--- src/rtl/icb_rd_dma_ctrl_if.sv ---
// ============================================================================
// icb_rd_dma_ctrl_if : ICB read-command/response bus plus output word stream
// Rev 1.0
// ============================================================================
`timescale 1ns/1ps
`default_nettype none

interface icb_rd_dma_ctrl_if;
   logic        m_cmd_valid;
   logic        m_cmd_ready;
   logic        m_cmd_read;
   logic [31:0] m_cmd_addr;
   logic [31:0] m_cmd_wdata;
   logic [3:0]  m_cmd_wmask;
   logic        m_rsp_valid;
   logic        m_rsp_ready;
   logic [31:0] m_rsp_rdata;
   logic        m_rsp_err;
   logic        out_valid;
   logic        out_ready;
   logic [31:0] out_data;

   modport master (
      output m_cmd_valid, m_cmd_read, m_cmd_addr, m_cmd_wdata, m_cmd_wmask,
      output m_rsp_ready, out_valid, out_data,
      input  m_cmd_ready, m_rsp_valid, m_rsp_rdata, m_rsp_err, out_ready
   );

   modport slave (
      input  m_cmd_valid, m_cmd_read, m_cmd_addr, m_cmd_wdata, m_cmd_wmask,
      input  m_rsp_ready, out_valid, out_data,
      output m_cmd_ready, m_rsp_valid, m_rsp_rdata, m_rsp_err, out_ready
   );
endinterface

`default_nettype wire

--- src/rtl/icb_rd_dma_ctrl.sv ---
// ============================================================================
// icb_rd_dma_ctrl : ICB read DMA; issues word reads and buffers data in a FIFO
// Rev 1.0
// ============================================================================
`timescale 1ns/1ps
`default_nettype none

module icb_rd_dma_ctrl #(
   parameter int FIFO_DEPTH      = 4,
   parameter int MAX_OUTSTANDING = 2
) (
   input  logic                     clk,
   input  logic                     rst_n,
   input  logic                     start,
   input  logic [15:0]              cfg_len,
   input  logic [31:0]              base_addr,
   icb_rd_dma_ctrl_if.master        bus,
   output logic [15:0]              stat_rd,
   output logic [15:0]              rd_count
);

   localparam int AW = (FIFO_DEPTH > 1) ? $clog2(FIFO_DEPTH) : 1;
   localparam int CW = $clog2(FIFO_DEPTH + 1);
   localparam logic [CW-1:0] c_max_out  = CW'(MAX_OUTSTANDING);
   localparam logic [CW:0]   c_fifo_dep = (CW+1)'(FIFO_DEPTH);

   typedef enum logic [1:0] {
      S_IDLE  = 2'd0,
      S_ISSUE = 2'd1,
      S_DRAIN = 2'd2
   } state_t;

   state_t          r_state;
   state_t          w_state_nxt;
   logic [15:0]     r_len;
   logic [15:0]     r_issued;
   logic [15:0]     r_rd_count;
   logic [31:0]     r_addr;
   logic [CW-1:0]   r_outst;
   logic [CW-1:0]   r_fcnt;
   logic [AW-1:0]   r_wptr;
   logic [AW-1:0]   r_rptr;
   logic            r_done;
   logic            r_err;
   logic [31:0]     r_mem [FIFO_DEPTH];

   logic            w_cmd_valid;
   logic            w_cmd_fire;
   logic            w_rsp_fire;
   logic            w_push;
   logic            w_pop;
   logic            w_start;
   logic            w_credit_ok;
   logic            w_busy;

   assign w_busy     = (r_state != S_IDLE);
   assign w_start    = start & (r_state == S_IDLE);
   assign w_cmd_fire = w_cmd_valid & bus.m_cmd_ready;
   assign w_rsp_fire = bus.m_rsp_valid & bus.m_rsp_ready;
   assign w_push     = w_rsp_fire & ~bus.m_rsp_err & ~r_err;
   assign w_pop      = bus.out_valid & bus.out_ready;

   // Every accepted command owns a FIFO slot, so responses can never overflow it.
   assign w_credit_ok = (r_outst < c_max_out) &&
                        (({1'b0, r_outst} + {1'b0, r_fcnt}) < c_fifo_dep);

   always_comb begin
      w_state_nxt = r_state;
      w_cmd_valid = 1'b0;
      case (r_state)
         S_IDLE: begin
            if (start && (cfg_len != 16'd0))
               w_state_nxt = S_ISSUE;
         end
         S_ISSUE: begin
            w_cmd_valid = (r_issued < r_len) && w_credit_ok && !r_err;
            if ((r_issued == r_len) || (w_rsp_fire && bus.m_rsp_err))
               w_state_nxt = S_DRAIN;
         end
         S_DRAIN: begin
            if (r_outst == '0)
               w_state_nxt = S_IDLE;
         end
         default: w_state_nxt = S_IDLE;
      endcase
   end

   always_ff @(posedge clk or negedge rst_n) begin
      if (!rst_n) begin
         r_state    <= S_IDLE;
         r_len      <= 16'd0;
         r_issued   <= 16'd0;
         r_rd_count <= 16'd0;
         r_addr     <= 32'd0;
         r_outst    <= '0;
         r_done     <= 1'b0;
         r_err      <= 1'b0;
      end else begin
         r_state <= w_state_nxt;
         if (w_start) begin
            r_len      <= cfg_len;
            r_addr     <= {base_addr[31:2], 2'b00};
            r_issued   <= 16'd0;
            r_rd_count <= 16'd0;
            r_done     <= (cfg_len == 16'd0);
            r_err      <= 1'b0;
         end else begin
            if (w_cmd_fire) begin
               r_issued <= r_issued + 16'd1;
               r_addr   <= r_addr + 32'd4;
            end
            if ((r_state == S_DRAIN) && (r_outst == '0))
               r_done <= 1'b1;
            if (w_rsp_fire && bus.m_rsp_err)
               r_err <= 1'b1;
            if (w_push)
               r_rd_count <= r_rd_count + 16'd1;
         end
         case ({w_cmd_fire, w_rsp_fire})
            2'b10:   r_outst <= r_outst + CW'(1);
            2'b01:   r_outst <= r_outst - CW'(1);
            default: r_outst <= r_outst;
         endcase
      end
   end

   always_ff @(posedge clk or negedge rst_n) begin
      if (!rst_n) begin
         r_wptr <= '0;
         r_rptr <= '0;
         r_fcnt <= '0;
      end else begin
         if (w_push)
            r_wptr <= r_wptr + AW'(1);
         if (w_pop)
            r_rptr <= r_rptr + AW'(1);
         case ({w_push, w_pop})
            2'b10:   r_fcnt <= r_fcnt + CW'(1);
            2'b01:   r_fcnt <= r_fcnt - CW'(1);
            default: r_fcnt <= r_fcnt;
         endcase
      end
   end

   always_ff @(posedge clk) begin
      if (w_push)
         r_mem[r_wptr] <= bus.m_rsp_rdata;
   end

   assign bus.m_cmd_valid = w_cmd_valid;
   assign bus.m_cmd_read  = 1'b1;
   assign bus.m_cmd_addr  = r_addr;
   assign bus.m_cmd_wdata = 32'd0;
   assign bus.m_cmd_wmask = 4'd0;
   assign bus.m_rsp_ready = (r_outst != '0);
   assign bus.out_valid   = (r_fcnt != '0);
   assign bus.out_data    = (r_fcnt != '0) ? r_mem[r_rptr] : 32'd0;

   assign stat_rd  = {13'd0, r_err, r_done, w_busy};
   assign rd_count = r_rd_count;

endmodule

`default_nettype wire

--- src/flat_wrapper.sv ---
// flat-port wrapper written by rule: the top's interface ports become plain ports
module icb_rd_dma_ctrl_flat 
#(
   parameter int FIFO_DEPTH      = 4,
   parameter int MAX_OUTSTANDING = 2
)
  (clk, rst_n, start, cfg_len, base_addr, stat_rd, rd_count, bus_m_cmd_valid, bus_m_cmd_read, bus_m_cmd_addr, bus_m_cmd_wdata, bus_m_cmd_wmask, bus_m_rsp_ready, bus_out_valid, bus_out_data, bus_m_cmd_ready, bus_m_rsp_valid, bus_m_rsp_rdata, bus_m_rsp_err, bus_out_ready);
  icb_rd_dma_ctrl_if bus_i ();
  input  logic clk;
  input  logic rst_n;
  input  logic start;
  input  logic [15:0] cfg_len;
  input  logic [31:0] base_addr;
  output logic [15:0] stat_rd;
  output logic [15:0] rd_count;
  output wire logic [$bits(bus_i.m_cmd_valid)-1:0] bus_m_cmd_valid;
  output wire logic [$bits(bus_i.m_cmd_read)-1:0] bus_m_cmd_read;
  output wire logic [$bits(bus_i.m_cmd_addr)-1:0] bus_m_cmd_addr;
  output wire logic [$bits(bus_i.m_cmd_wdata)-1:0] bus_m_cmd_wdata;
  output wire logic [$bits(bus_i.m_cmd_wmask)-1:0] bus_m_cmd_wmask;
  output wire logic [$bits(bus_i.m_rsp_ready)-1:0] bus_m_rsp_ready;
  output wire logic [$bits(bus_i.out_valid)-1:0] bus_out_valid;
  output wire logic [$bits(bus_i.out_data)-1:0] bus_out_data;
  input wire logic [$bits(bus_i.m_cmd_ready)-1:0] bus_m_cmd_ready;
  input wire logic [$bits(bus_i.m_rsp_valid)-1:0] bus_m_rsp_valid;
  input wire logic [$bits(bus_i.m_rsp_rdata)-1:0] bus_m_rsp_rdata;
  input wire logic [$bits(bus_i.m_rsp_err)-1:0] bus_m_rsp_err;
  input wire logic [$bits(bus_i.out_ready)-1:0] bus_out_ready;
  assign bus_m_cmd_valid = bus_i.m_cmd_valid;
  assign bus_m_cmd_read = bus_i.m_cmd_read;
  assign bus_m_cmd_addr = bus_i.m_cmd_addr;
  assign bus_m_cmd_wdata = bus_i.m_cmd_wdata;
  assign bus_m_cmd_wmask = bus_i.m_cmd_wmask;
  assign bus_m_rsp_ready = bus_i.m_rsp_ready;
  assign bus_out_valid = bus_i.out_valid;
  assign bus_out_data = bus_i.out_data;
  assign bus_i.m_cmd_ready = bus_m_cmd_ready;
  assign bus_i.m_rsp_valid = bus_m_rsp_valid;
  assign bus_i.m_rsp_rdata = bus_m_rsp_rdata;
  assign bus_i.m_rsp_err = bus_m_rsp_err;
  assign bus_i.out_ready = bus_out_ready;
  icb_rd_dma_ctrl #(.FIFO_DEPTH(FIFO_DEPTH), .MAX_OUTSTANDING(MAX_OUTSTANDING)) u_core (.clk(clk), .rst_n(rst_n), .start(start), .cfg_len(cfg_len), .base_addr(base_addr), .bus(bus_i), .stat_rd(stat_rd), .rd_count(rd_count));
endmodule
--- config.mk ---
export PLATFORM = sky130hd
export DESIGN_NAME = icb_rd_dma_ctrl_flat
export DESIGN_NICKNAME = d
export VERILOG_FILES = /design/src/rtl/icb_rd_dma_ctrl_if.sv /design/src/rtl/icb_rd_dma_ctrl.sv /design/src/flat_wrapper.sv
export SDC_FILE = /design/constraint.sdc
export NUM_CORES = 1
export LEC_CHECK = 0
export BUFFER_PORTS_ARGS = -buffer_cell sky130_fd_sc_hd__buf_2
export CORE_MARGIN = 3
export CORE_UTILIZATION = 55
export DETAILED_ROUTE_END_ITERATION = 6
export PLACE_DENSITY_LB_ADDON = 0.1
export SLEW_MARGIN = 20
export SYNTH_ARGS = -nofsm -noshare
export SYNTH_HDL_FRONTEND = slang
export SYNTH_SLANG_ARGS = --single-unit
--- constraint.sdc ---
create_clock -name clk -period 4 [get_ports clk]
set_clock_uncertainty 0.1 [all_clocks]
set_input_delay 0.4 -clock clk [delete_from_list [all_inputs] [get_ports clk]]
set_output_delay 0.4 -clock clk [all_outputs]
set_load 0.02 [all_outputs]
# [Yosys cells after proc, flatten, opt, wreduce, memory -nomap -nowiden]
# Memory sizes are Yosys's and may differ from the RTL's.
# Cells that the tools add are included.
[word_totals] reg_bits=94 latch_bits=0 ramBits=128 mem_bits_ro=0 inputBits=87 out_inout_bits=136 elab_cells=85 memories=1
[classes] add_sub_neg=10 mul=0 div=0 magnitude_cmp=3 n_eq_ne=10 n_shift=0 mux=20 n_bitwise=8 n_reduce_logical=22
[mem_list] memory="u_core.r_mem" depth=4 word_bits=32 rd=1 rd_clocked_by_memory_dff=0 write_ports=1 line="icb_rd_dma_ctrl.sv:45" text="logic [31:0] r_mem [FIFO_DEPTH];"
[ops] cell="$mux W32" n=3
[ops] cell="$mux W16" n=4
[ops] cell="$add A16 B1 Y16 const B" n=2
[ops] cell="$add A32 B3 Y32 const B" n=1
[ops] cell="$eq A16 B16 Y1" n=1
[ops] cell="$logic_not A16 Y1" n=1
[ops] cell="$lt A16 B16 Y1" n=1
[ops] cell="$reduce_bool A16 Y1" n=1
[ops] cell="$reduce_bool A2 Y1" n=7
[ops] cell="$pmux W3 S2" n=2
[ops] cell="$mux W1" n=7
[ops] cell="$add A3 B1 Y3 const B" n=2
[ops] cell="$and A1 B1 Y1" n=6
[ops] cell="$eq A2 B1 Y1 const B" n=3
[ops] cell="$eq A2 B2 Y1 const B" n=3
[ops] cell="$logic_and A1 B1 Y1" n=6
[ops] cell="$mux W2" n=3
[ops] cell="$pmux W2 S3" n=1
[ops] cell="$reduce_bool A3 Y1" n=2
[ops] cell="$sub A3 B1 Y3 const B" n=2
[ops] cell="$add A2 B1 Y2 const B" n=2
[ops] cell="$add A3 B3 Y4" n=1
[ops] cell="$lt A4 B3 Y1 const B" n=1
[ops] cell="$ne A2 B1 Y1 const B" n=2
[ops] cell="8 further kinds" n=9

# [Depth between registers and ports, before layout]
# Gate-level depths: netlist of run 1.
[logic_depth] depth_word=9 mapped_depth=14 mapped_depth_nobuf=12

# [Worst setup path before layout of run 1]
# OpenSTA, ideal clock, no wires.
[synth_path] path_type="reg-to-reg" start="reg u_core.r_issued[13]" end="reg u_core.r_outst[2]" setup_time_ps=79 arrival_ps=3072 t_required_ps=3821 setup_slack_ps=749 stages_incl_launch_ff=14 n_path_buf=2 synth_period_minus_slack_ps=3251 path_cell_list="dfrtp_1 ha_1 nand4_1 nor4_1 a21boi_1 nand4b_2 buf_6 buf_2 ha_1 inv_1 fa_1 xor2_1 nor2_1 xor2_1"
[synth_via] elab_chain_len=7 elab_cells_between_ends=9 cone_classes="order compare (1); eq/ne (2); mux (2); bitwise (1); reduce/logical (3)"
[synth_lines] item="start, declared" line="icb_rd_dma_ctrl.sv:36" text="logic [15:0] r_issued;"
[synth_lines] item="start signal, assigned" line="icb_rd_dma_ctrl.sv:109" text="r_issued <= r_issued + 16'd1;"
[synth_lines] item="$lt A16 B16 Y1 *" line="icb_rd_dma_ctrl.sv:76" text="w_cmd_valid = (r_issued < r_len) && w_credit_ok && !r_err;"
[synth_lines] item="$logic_and A1 B1 Y1 * (2 in a row)" line="icb_rd_dma_ctrl.sv:76"
[synth_lines] item="$mux W1 *" line="icb_rd_dma_ctrl.sv:70" text="case (r_state)"
[synth_lines] item="$and A1 B1 Y1 *" line="icb_rd_dma_ctrl.sv:58" text="assign w_cmd_fire = w_cmd_valid & bus.m_cmd_ready;"
[synth_lines] item="$eq A2 B1 Y1 / $eq A2 B2 Y1 (equally long branches)" line="icb_rd_dma_ctrl.sv:119" text="case ({w_cmd_fire, w_rsp_fire})"
[synth_lines] item="$pmux W3 S2 / $reduce_bool A2 Y1 (equally long branches)"
[synth_lines] item="end signal, assigned" line="icb_rd_dma_ctrl.sv:120" text="2'b10: r_outst <= r_outst + CW'(1);"
[synth_lines] item="end signal, assigned" line="icb_rd_dma_ctrl.sv:121" text="2'b01: r_outst <= r_outst - CW'(1);"
[synth_lines] item="end signal, assigned" line="icb_rd_dma_ctrl.sv:122" text="default: r_outst <= r_outst;"
[synth_lines] item="end, declared" line="icb_rd_dma_ctrl.sv:39" text="logic [CW-1:0] r_outst;"
# Every way passes the cells marked *; elsewhere a longest branch is shown, timed or not.
# A chain may end at the register's enable or synchronous reset.

# [Worst setup path in the final report of run 1]
[layout_path] start="reg u_core.r_issued[13]" end="reg u_core.r_addr[9], in the netlist u_core.bus.m_cmd_addr[9]"
[layout_via] elab_chain_len=6
[layout_lines] item="$lt A16 B16 Y1" line="icb_rd_dma_ctrl.sv:76"
[layout_lines] item="$logic_and A1 B1 Y1 (2 in a row)" line="icb_rd_dma_ctrl.sv:76"
[layout_lines] item="$mux W1" line="icb_rd_dma_ctrl.sv:70"
[layout_lines] item="$and A1 B1 Y1" line="icb_rd_dma_ctrl.sv:58"
[layout_lines] item="$reduce_bool A2 Y1 (no source line)"
[layout_lines] item="end signal, assigned" line="icb_rd_dma_ctrl.sv:102" text="r_addr <= {base_addr[31:2], 2'b00};"
[layout_lines] item="end signal, assigned" line="icb_rd_dma_ctrl.sv:110" text="r_addr <= r_addr + 32'd4;"
[layout_lines] item="end, declared" line="icb_rd_dma_ctrl.sv:38" text="logic [31:0] r_addr;"
# No other way between the ends.

==> results of run 1 <==
-- power groups by stage --
stage / registers [mW] / logic, mW / clock network (mW)
after floorplan: 3.30 / 2.01 / 0
after global placement: 3.28 / 2.85 / 0
after detailed placement: 3.29 / 2.90 / 0
after CTS: 3.25 / 2.92 / 2.16
after global routing: 3.31 / 3.21 / 2.26
final: 3.24 / 2.87 / 2.11
-- flip-flops by register name (all words and copies together), names as in the netlist --
name                   flops
u_core.r_mem             128
u_core.r_err               1
u_core.r_issued           16
u_core.r_wptr              2
u_core.r_outst             3
u_core.r_state             2
u_core.r_len              16
u_core.r_rptr              2
u_core.rd_count           16
u_core.r_fcnt              3
u_core.bus.m_cmd_addr     30
u_core.r_done              1
-- worst max-delay path, delay by kind of cell, from the launching register on --
family	cells	cell delay, ns
buffers and inverters	1	0.44
muxes	1	0.39
and+or+nand+nor	3	0.79
adders and majority gates	1	0.33
AOI/OAI and AO/OA	2	0.62
DFF	1	0.42
-- worst min path at each step --
| stage | startpoint | to | slack, ns | cells after the start |
|---|---|---|---|---|
| 5_1_grt | bus_m_rsp_rdata[21] | u_core.r_mem[1][21] | 0.006 | 1 |
| 6_report | cfg_len[3] | u_core.r_len[3] | 0.01 | 3 |
| 3_5_place_dp | u_core.r_len[0] | u_core.r_len[0] | 0.38 | 2 |
| 3_3_place_gp | u_core.r_len[0] | u_core.r_len[0] | 0.37 | 2 |
| 2_1_floorplan | rst_n | u_core.bus.m_cmd_addr[10] | 0.004 | 0 |
| 4_1_cts | bus_m_rsp_rdata[21] | u_core.r_mem[1][21] | 0.00008 | 1 |
-- cell usage in the layout (no fill, tap or decap), types with 32 or more instances in the layout --
| cell | instances |
|---|---|
| buf_2 | 167 |
| edfxtp_1 | 128 |
| dfrtp_1 | 90 |
| nand2_1 | 67 |
| nor2_1 | 57 |
| conb_1 | 52 |
| o21ai_0 | 42 |
| and2_1 | 39 |
| inv_1 | 33 |
| mux4_2 | 32 |
-- layout make-up --
class	instances	area [sq um]
multi-input combinational	555	3840
clock inverter	13	134
timing repair buffer	211	1240
inverter	33	124
tap	229	287
clock buffer	29	619
fill	1384	5940
sequential	220	6150
-- logic make-up (layout without fill, tap and decap cells) --
kind of cell / count (synthesis) / after routing / share of synthesized area, %
flops: 220 / 220 / 58.5
other cells: 2 / 52 / 0.0715
fa+ha+maj: 29 / 29 / 3.60
xor+xnor: 24 / 24 / 2.00
compound gates: 121 / 121 / 7.17
buf+inv: 127 / 286 / 6.70
mux: 37 / 37 / 7.37
simple gates: 292 / 292 / 14.6
-- repair_timing --
action	in CTS	in global routing
hold buffers	30	0
endpoints found under the setup margin	0	0
buffers inserted	0	0
hold endpoints to repair	147	0
-- stage by stage --
stage	power, mW	hold WS (ns)	instance area, sq um	util (%)	setup WS [ns]
detailed placement	6.19	0.381	11300	61.9	0.769
global route	8.78	0.00572	12400	67.6	0.449
floorplan	5.31	0.00441	10700	-	0.749
finish	8.23	0.0146	12400	67.6	0.762
global placement	6.13	0.365	11300	61.9	0.809
CTS	8.33	0.0000830	12400	67.6	0.752
-- routing by layer --
metal | track usage, % | part of all wire [%] | vias up
met3 | 2.94 | 5.0 | 28
met4 | 4.76 | 1.4 | 0
met2 | 35.8 | 50 | 184
li1 | - | - | 3409
met5 | 0 | 0 | -
met1 | 29.4 | 44 | 3427
==> flow_summary_export.csv, run 1 <==
group,metric,value,unit
route,drt_iter0_drc,432,
logic_synthesis,ys.flop_type,"edfxtp_1",
worst_setup_path,crit_chain,"ha_1 -> nand4_1 -> nor4_1 -> a21boi_1 -> nand4b_2 -> buf_4 -> mux2_2 -> a21o_1",
route,final_antenna_net_count,0,
cts,cts_tree,"done",
route,vias,7048,
logic_synthesis,synth_edf_count,128,
sta,worstMarginPinSlew,0.952,ns
layout,n_antenna_cell,0,
worst_setup_path,timing.rr.start,"u_core.r_issued[13]",
logic_synthesis,ys_ff_latch,220,
floorplanning,die_h,144,microns
worst_setup_path,critPathCapture,"u_core.bus.m_cmd_addr[9]",
logic_synthesis,syn_area_per_cell,12.3,sq um
placed_design,hpwl,14300,microns
floorplanning,rows,49,
logic_synthesis,yosysMostFrequentCell,"edfxtp_1",
route,post_drt_wl_per_cell,16.9,microns
floorplanning,fp.dieW,144,microns
worst_setup_path,r2r-end,"u_core.bus.m_cmd_addr[9]",
logic_synthesis,synth_area,10500,sq um
global_route,grt_antenna_before_repair,0,
sta,finalCritPeriodShare,81.0,%
logic_synthesis,synth_top_area_share,36.6,%
sta,hold_viol,0,
logic_synthesis,synth_top_area_cell,"edfxtp_1",
floorplanning,die_area,20800,sq um
worst_setup_path,crit_slowest_cell,"a21boi_1",
cts,clkTransAtPathRegs,0.07,ns
layout,drive_above_1_share,24.0,%
run,cap_viol_max_count,0,
global_route,track_usage,21.1,%
floorplanning,ios,223,
layout,final_cells,1290,
cts,cts_resized,0,
logic_synthesis,synthCells,852,
worst_setup_path,cp.arrival,3.53,ns
power_and_ir_drop,p_int,5.25,mW
cts,htree_levels,1,
sta,slew_violations,0,
worst_setup_path,critical_path_class,"flip-flop to flip-flop",
sta,min_period,3.24,ns
sta,maxSlewHeadroom,36.4,%
power_and_ir_drop,p_switching,2.97,mW
worst_setup_path,cp-startpoint,"u_core.r_issued[13]",
floorplanning,coreArea,18300,sq um
route,drt_wl_total,21800,microns
global_route,grt_pass1_wl,35400,microns
worst_setup_path,reg2reg_slack,0.76,ns
logic_synthesis,async_flop_share,41.8,%
cts,numCtsBuffers,24,
sta,fin_setup_tns,0,ns
cts,clk_latency,0.52,ns
layout,synthToLayoutAreaGrowth,18.0,%
global_route,grt_overflow,0,
cts,clockBufferDepth,3,
worst_setup_path,critPathMaxStageDelay,0.45,ns
power_and_ir_drop,leakagePower,5.07,nW
placed_design,gp_congestion,0.810,
route,post-route-drc-count,0,
power_and_ir_drop,switching_share,36.2,%
global_route,grt_max_degree,62,
floorplanning,initial_core_util,57.3,%
worst_setup_path,critPathMaxFanout,54,
global_route,grt_pass1_vias,7088,
worst_setup_path,ff2ff_path_depth,8,
power_and_ir_drop,power.density,664,nW/um^2
logic_synthesis,synthTopCellsByCount,"edfxtp_1 (128), dfrtp_1 (92), nand2_1 (67)",
worst_setup_path,crit_required,4.29,ns
logic_synthesis,synth_warnings,0,
outcome,status,"finished, final reports clean",
worst_setup_path,cp-end-kind,"flip-flop",
route,viasPerCell,5.46,
logic_synthesis,ys_seq_area_share,58.5,%
cts,root_buffer,"clkbuf_16",
route,drtPass1Iterations,5,
sta,rsz0062_at_grt,"false",
worst_setup_path,cp-start-kind,"flip-flop",
power_and_ir_drop,ir_worst_vdd,458,uV
logic_synthesis,netlist-cell-type-count,54,
layout,nNetsFinal,1161,
sta,finalSetupViolCount,0,
placed_design,placed_cells,1218,
sta,fmax,0.309,GHz
cts,clock-sinks,220,
power_and_ir_drop,clkPwrFrac,25.7,%
placed_design,port_buffers,168,
power_and_ir_drop,share_comb_of_total_power,34.9,%
hold_path,hp-class,"input pin to flip-flop",
power_and_ir_drop,power_frac_seq,39.4,%
logic_synthesis,synth_area_leaders,"edfxtp_1 (37%), dfrtp_1 (22%), mux4_2 (6.9%)",
No activity file was read; power rests on OpenSTA's default activity.
==> inputs of run 2 (changes only) <==
==> constraint.sdc (replaced) <==
create_clock -name clk -period 3.3 [get_ports clk]
set_clock_uncertainty 0.1 [all_clocks]
set_input_delay 0.33 -clock clk [delete_from_list [all_inputs] [get_ports clk]]
set_output_delay 0.33 -clock clk [all_outputs]
set_load 0.02 [all_outputs]
==> run 2 against run 1 <==
Against the previous run:
- sequential power grew 20%
- non-clock buffer count up 37
- worst setup slack worse by 0.49 ns
- cell area is 4.3% higher
- largest cell class unchanged
- total power up 27%
- routed wire length rose by 4.9%
- register-to-register slack lost 0.49 ns
==> flow_summary_export.csv, run 2 (same netlist as run 1, synthesis figures left out) <==
group,metric,value,unit
worst_setup_path,critical_path_depth,7,
placed_design,gp_congestion,0.785,
global_route,grt_pass1_vias,7314,
route,post-route-drc-count,0,
floorplanning,die_h,144,microns
power_and_ir_drop,ir_worst_vdd,560,uV
layout,largest_reg_flops,128,
layout,fin_util,70.5,%
cts,root_buffer,"clkbuf_16",
floorplanning,rows,49,
sta,finalCritPeriodShare,91.7,%
worst_setup_path,path_buf_inv,0,
sta,finalSetupViolCount,0,
floorplanning,fp.dieW,144,microns
route,vias,7304,
cts,numCtsBuffers,24,
sta,hold_viol,0,
worst_setup_path,cp_common_cell,"a21oi_1",
cts,clock-sinks,220,
sta,min_period,3.02,ns
layout,nNetsFinal,1198,
placed_design,port_buffers,168,
worst_setup_path,critical_path_class,"flip-flop to flip-flop",
route,drt_wl_total,22900,microns
sta,timing.hold.ws,0.0218,ns
sta,fin_setup_tns,0,ns
floorplanning,coreArea,18300,sq um
sta,slew_violations,0,
run,cap_viol_max_count,0,
cts,cts_resized,0,
layout,final_cell_mix,"buf_2 (167), edfxtp_1 (128), dfrtp_1 (91)",
cts,clk_latency,0.50,ns
cts,htree_levels,1,
layout,layout_commonest_cell,"buf_2",
cts,clkTransAtPathRegs,0.06,ns
worst_setup_path,crit_chain,"ha_1 -> a21oi_1 -> o21ai_0 -> a2111o_1 -> or3_1 -> or4_1 -> a21oi_1",
route,post_drt_wl_per_cell,17.2,microns
layout,synthToLayoutAreaGrowth,23.1,%
worst_setup_path,cp-end-kind,"flip-flop",
global_route,grt_pass1_wl,36900,microns
route,viasPerCell,5.50,
worst_setup_path,critPathMaxStageDelay,0.58,ns
layout,drive_above_1_share,23.9,%
floorplanning,die_area,20800,sq um
sta,maxSlewHeadroom,57.3,%
worst_setup_path,crit_slowest_cell,"or4_1",
floorplanning,initial_core_util,57.3,%
worst_setup_path,ff2ff_path_depth,7,
sta,fmax,0.331,GHz
route,drtPass1Iterations,5,
global_route,grt_overflow,0,
placed_design,hpwl,14600,microns
hold_path,min_path_cells,3,
route,final_antenna_net_count,0,
worst_setup_path,cp-start-kind,"flip-flop",
worst_setup_path,crit_family,"simple AND/OR/NAND/NOR gates",
placed_design,placed_cells,1221,
outcome,status,"finished, final reports clean",
hold_path,hp-class,"input pin to flip-flop",
power_and_ir_drop,power.density,809,nW/um^2
layout,final_cells,1329,
cts,cts_tree,"done",
global_route,grt_antenna_before_repair,0,
global_route,track_usage,22.0,%
sta,rsz0062_at_grt,"false",
power_and_ir_drop,leakagePower,5.31,nW
route,drt_iter0_drc,329,
worst_setup_path,critPathMaxFanout,16,
cts,clockBufferDepth,3,
sta,worstMarginPinSlew,0.640,ns
worst_setup_path,crit_required,3.63,ns
layout,largest-register,"u_core.r_mem",
worst_setup_path,cp.arrival,3.35,ns
layout,n_antenna_cell,0,
global_route,grt_max_degree,55,
floorplanning,ios,223,
[run 2: metal layers]
metal | up-vias | track usage (%) | routed length (microns)
met5 | - | 0 | 0
met4 | 0 | 4.91 | 340
met3 | 33 | 2.91 | 1190
met2 | 211 | 38.3 | 11600
met1 | 3575 | 30.0 | 9730
li1 | 3485 | - | -
[run 2: path summary, 6_finish.rpt]
check	endpoint	start	slack, ns
max	u_core.r_issued[14]	u_core.r_issued[9]	0.28
max reg2reg	u_core.r_issued[14]	u_core.r_issued[9]	0.28
min	u_core.bus.m_cmd_addr[11]	base_addr[11]	0.02
min in group asynchronous	u_core.bus.m_cmd_addr[11]	rst_n	0.14
max in group asynchronous	u_core.rd_count[4]	rst_n	2.16
min reg2reg	u_core.r_len[0]	u_core.r_len[0]	0.40
[run 2: power breakdown]
group,switching [mW],internal [mW],total [mW]
Sequential,0.467,3.43,3.90
Combinational,2.13,1.49,3.62
Clock,1.05,1.88,2.93
Total,3.65,6.80,10.5
[run 2: timing repair]
action / in CTS / in global routing
endpoints found under the hold margin: 174 / 0
hold buffers: 64 / 0
buffers inserted: 0 / 0
[run 2: cell type report]
type / instances / area (sq um)
clock buffers: 30 / 654
clock inverters: 14 / 231
fillers: 1316 / 5410
inverters: 33 / 124
multi-input cells: 555 / 3840
flip-flops and latches: 220 / 6150
well taps: 229 / 287
repair buffers: 248 / 1640
[run 2: stage by stage]
step           total power, mW  setup slack, ns  area [sq um]
6_report                  10.5            0.275         12900
5_1_grt                   11.1           0.0153         12900
4_1_cts                   10.6            0.288         12900
3_5_place_dp              7.53            0.320         11400
3_3_place_gp              7.46            0.336         11400
2_1_floorplan             6.43           0.0486         10700
[run 2: worst min-delay path: stages]
cell and delay, ns:
buf_2 0.10, nor2_1 0.09, a211oi_1 0.06
==> inputs of run 3 (changes only) <==
--- a/config.mk
+++ b/config.mk
@@ -6,10 +6,12 @@
 export NUM_CORES = 1
 export LEC_CHECK = 0
 export BUFFER_PORTS_ARGS = -buffer_cell sky130_fd_sc_hd__buf_2
+export CORE_ASPECT_RATIO = 1.1
 export CORE_MARGIN = 3
 export CORE_UTILIZATION = 55
 export DETAILED_ROUTE_END_ITERATION = 6
 export PLACE_DENSITY_LB_ADDON = 0.1
+export SETUP_SLACK_MARGIN = 0.4
 export SLEW_MARGIN = 20
 export SYNTH_ARGS = -nofsm -noshare
 export SYNTH_HDL_FRONTEND = slang
==> constraint.sdc (replaced) <==
create_clock -name clk -period 3.3 [get_ports clk]
set_clock_uncertainty 0.1 [all_clocks]
set_input_delay 0.165 -clock clk [delete_from_list [all_inputs] [get_ports clk]]
set_output_delay 0.165 -clock clk [all_outputs]
set_load 0.02 [all_outputs]
==> run 3 against run 2 <==
Against the previous run:
- cell area grew 2.6%
- via count up 2.7%
- total power down 1.5%
- global-route usage grew 0.90 points
- count of clock-buffer cells in the layout unchanged
- critical path type unchanged
- largest power group unchanged
- highest routed layer unchanged
==> flow_summary_export.csv, run 3 (same netlist as run 1, synthesis figures left out) <==
group,metric,value,unit
sta,hold_viol,0,
global_route,grtUsageMet3,4.12,%
floorplanning,die_h,151,microns
cts,htree_levels,1,
layout,n_antenna_cell,0,
run,cap_viol_max_count,0,
worst_setup_path,path_buf_inv,1,
global_route,grt_use_met2,38.5,%
worst_setup_path,r2r-end,"u_core.r_outst[2]",
worst_setup_path,cp-end-kind,"flip-flop",
outcome,status,"finished, final reports clean",
floorplanning,coreArea,18500,sq um
route,drt_iter0_drc,427,
global_route,use_met1,31.6,%
cts,clock-sinks,220,
hold_path,min_path_cells,4,
floorplanning,rows,52,
route,post-route-drc-count,0,
hold_path,hp-class,"input pin to flip-flop",
sta,rsz0062_at_grt,"true",
sta,finalCritPeriodShare,86.1,%
worst_setup_path,timing.rr.start,"u_core.r_issued[8]",
floorplanning,fp.dieW,138,microns
power_and_ir_drop,ir_worst_vdd,453,uV
power_and_ir_drop,leakagePower,5.42,nW
worst_setup_path,crit_family,"simple AND/OR/NAND/NOR gates",
sta,fin_setup_tns,0,ns
layout,final_cells,1376,
worst_setup_path,cp-startpoint,"u_core.r_issued[8]",
cts,clkTransAtPathRegs,0.06,ns
layout,synthToLayoutAreaGrowth,26.3,%
route,viasPerCell,5.45,
placed_design,hpwl,15400,microns
layout,layout_commonest_cell,"buf_2",
route,drtPass1Iterations,5,
global_route,grt_pass1_vias,7294,
global_route,track_usage,22.9,%
hold_path,hold_path_startpoint,"bus_m_cmd_ready",
cts,root_buffer,"clkbuf_16",
global_route,grt_antenna_before_repair,0,
global_route,grt_overflow,0,
worst_setup_path,reg2reg_slack,0.46,ns
worst_setup_path,crit_required,3.63,ns
floorplanning,ios,223,
floorplanning,initial_core_util,56.6,%
route,vias,7502,
worst_setup_path,crit_slowest_cell,"dfrtp_2",
layout,nNetsFinal,1232,
cts,clk_latency,0.51,ns
sta,setup_slack,0.460,ns
worst_setup_path,critPathMaxFanout,5,
cts,numCtsBuffers,23,
placed_design,gp_congestion,0.808,
route,post_drt_wl_per_cell,17.8,microns
placed_design,port_buffers,168,
layout,final_cell_mix,"buf_2 (167), edfxtp_1 (128), dfrtp_1 (89)",
global_route,grt_max_degree,58,
worst_setup_path,ff2ff_path_depth,11,
placed_design,place_ws,0.256,ns
cts,cts_tree,"done",
sta,finalSetupViolCount,0,
sta,fmax,0.352,GHz
sta,slew_violations,0,
sta,maxSlewHeadroom,49.9,%
sta,min_period,2.84,ns
sta,worstMarginPinSlew,0.752,ns
layout,drive_above_1_share,25.6,%
worst_setup_path,cp-start-kind,"flip-flop",
route,drt_wl_total,24400,microns
global_route,grt_pass1_wl,37700,microns
layout,largest_reg_flops,128,
worst_setup_path,cp.arrival,3.17,ns
worst_setup_path,critPathMaxStageDelay,0.44,ns
placed_design,placed_cells,1239,
route,final_antenna_net_count,0,
layout,largest-register,"u_core.r_mem",
hold_path,min_to,"u_core.r_outst[0]",
power_and_ir_drop,power.density,777,nW/um^2
worst_setup_path,critical_path_class,"flip-flop to flip-flop",
worst_setup_path,crit_chain,"ha_4 -> nand4_1 -> nor4_2 -> a21boi_4 -> nand4b_4 -> ha_4 -> inv_1 -> fa_2 -> xor2_1 -> nor2_1 -> xor2_1",
cts,clockBufferDepth,3,
global_route,busiest_layer,"met2",
floorplanning,die_area,20800,sq um
run 3: metrics by stage:
| step | utilization [%] | power [mW] | hold WS [ns] | instance area, sq um |
|---|---|---|---|---|
| 6_report | 71.5 | 10.3 | 0.0728 | 13300 |
| 5_1_grt | 71.5 | 10.9 | 0.0923 | 13300 |
| 4_1_cts | 70.5 | 10.3 | 0.0764 | 13100 |
| 3_5_place_dp | 61.8 | 7.57 | 0.194 | 11500 |
| 3_3_place_gp | 61.8 | 7.48 | 0.187 | 11500 |
| 2_1_floorplan | - | 6.45 | -0.231 | 10700 |
run 3: worst max-delay path by stage:
| stage | end | slack (ns) | cells past startpoint |
|---|---|---|---|
| floorplan | u_core.r_outst[2] | 0.38 | 13 |
| global placement | u_core.r_issued[14] | 0.37 | 7 |
| detailed placement | u_core.r_issued[14] | 0.26 | 7 |
| CTS | u_core.r_outst[2] | 0.40 | 11 |
| global route | u_core.r_outst[2] | 0.36 | 11 |
| finish | u_core.r_outst[2] | 0.46 | 11 |
run 3: layout make-up:
| cell class | count | area (sq um) |
|---|---|---|
| clock inverter | 12 | 159 |
| tap | 243 | 304 |
| multi-input combinational | 555 | 3950 |
| clock buffer | 30 | 632 |
| sequential | 220 | 6150 |
| fill | 1304 | 5280 |
| inverter | 33 | 124 |
| timing repair buffer | 283 | 1940 |
run 3: what timing repair did:
item | CTS | global route
pin swaps | 0 | 8
gates cloned | 0 | 1
hold endpoints to repair | 234 | 0
setup endpoints to repair | 4 | 14
setup buffers | 0 | 13
hold buffers | 81 | 0
resized for setup | 3 | 9
run 3: where the power goes:
group / internal (mW) / total, mW / leakage (nW) / switching [mW]
combinational: 1.54 / 3.80 / 2.74 / 2.25
clock: 1.60 / 2.66 / 0.379 / 1.06
sequential: 3.43 / 3.85 / 2.30 / 0.414
run 3: routing by layer:
layer	share of wire (%)	routed length, microns
met4	1.6	385
met2	49	12000
met5	0	0
met1	43	10500
met3	6.0	1470
run 3: worst min-delay path, stage by stage:
cell and delay [ns]:
buf_2 0.13, nand4b_4 0.12, ha_4 0.16, xnor2_1 0.06
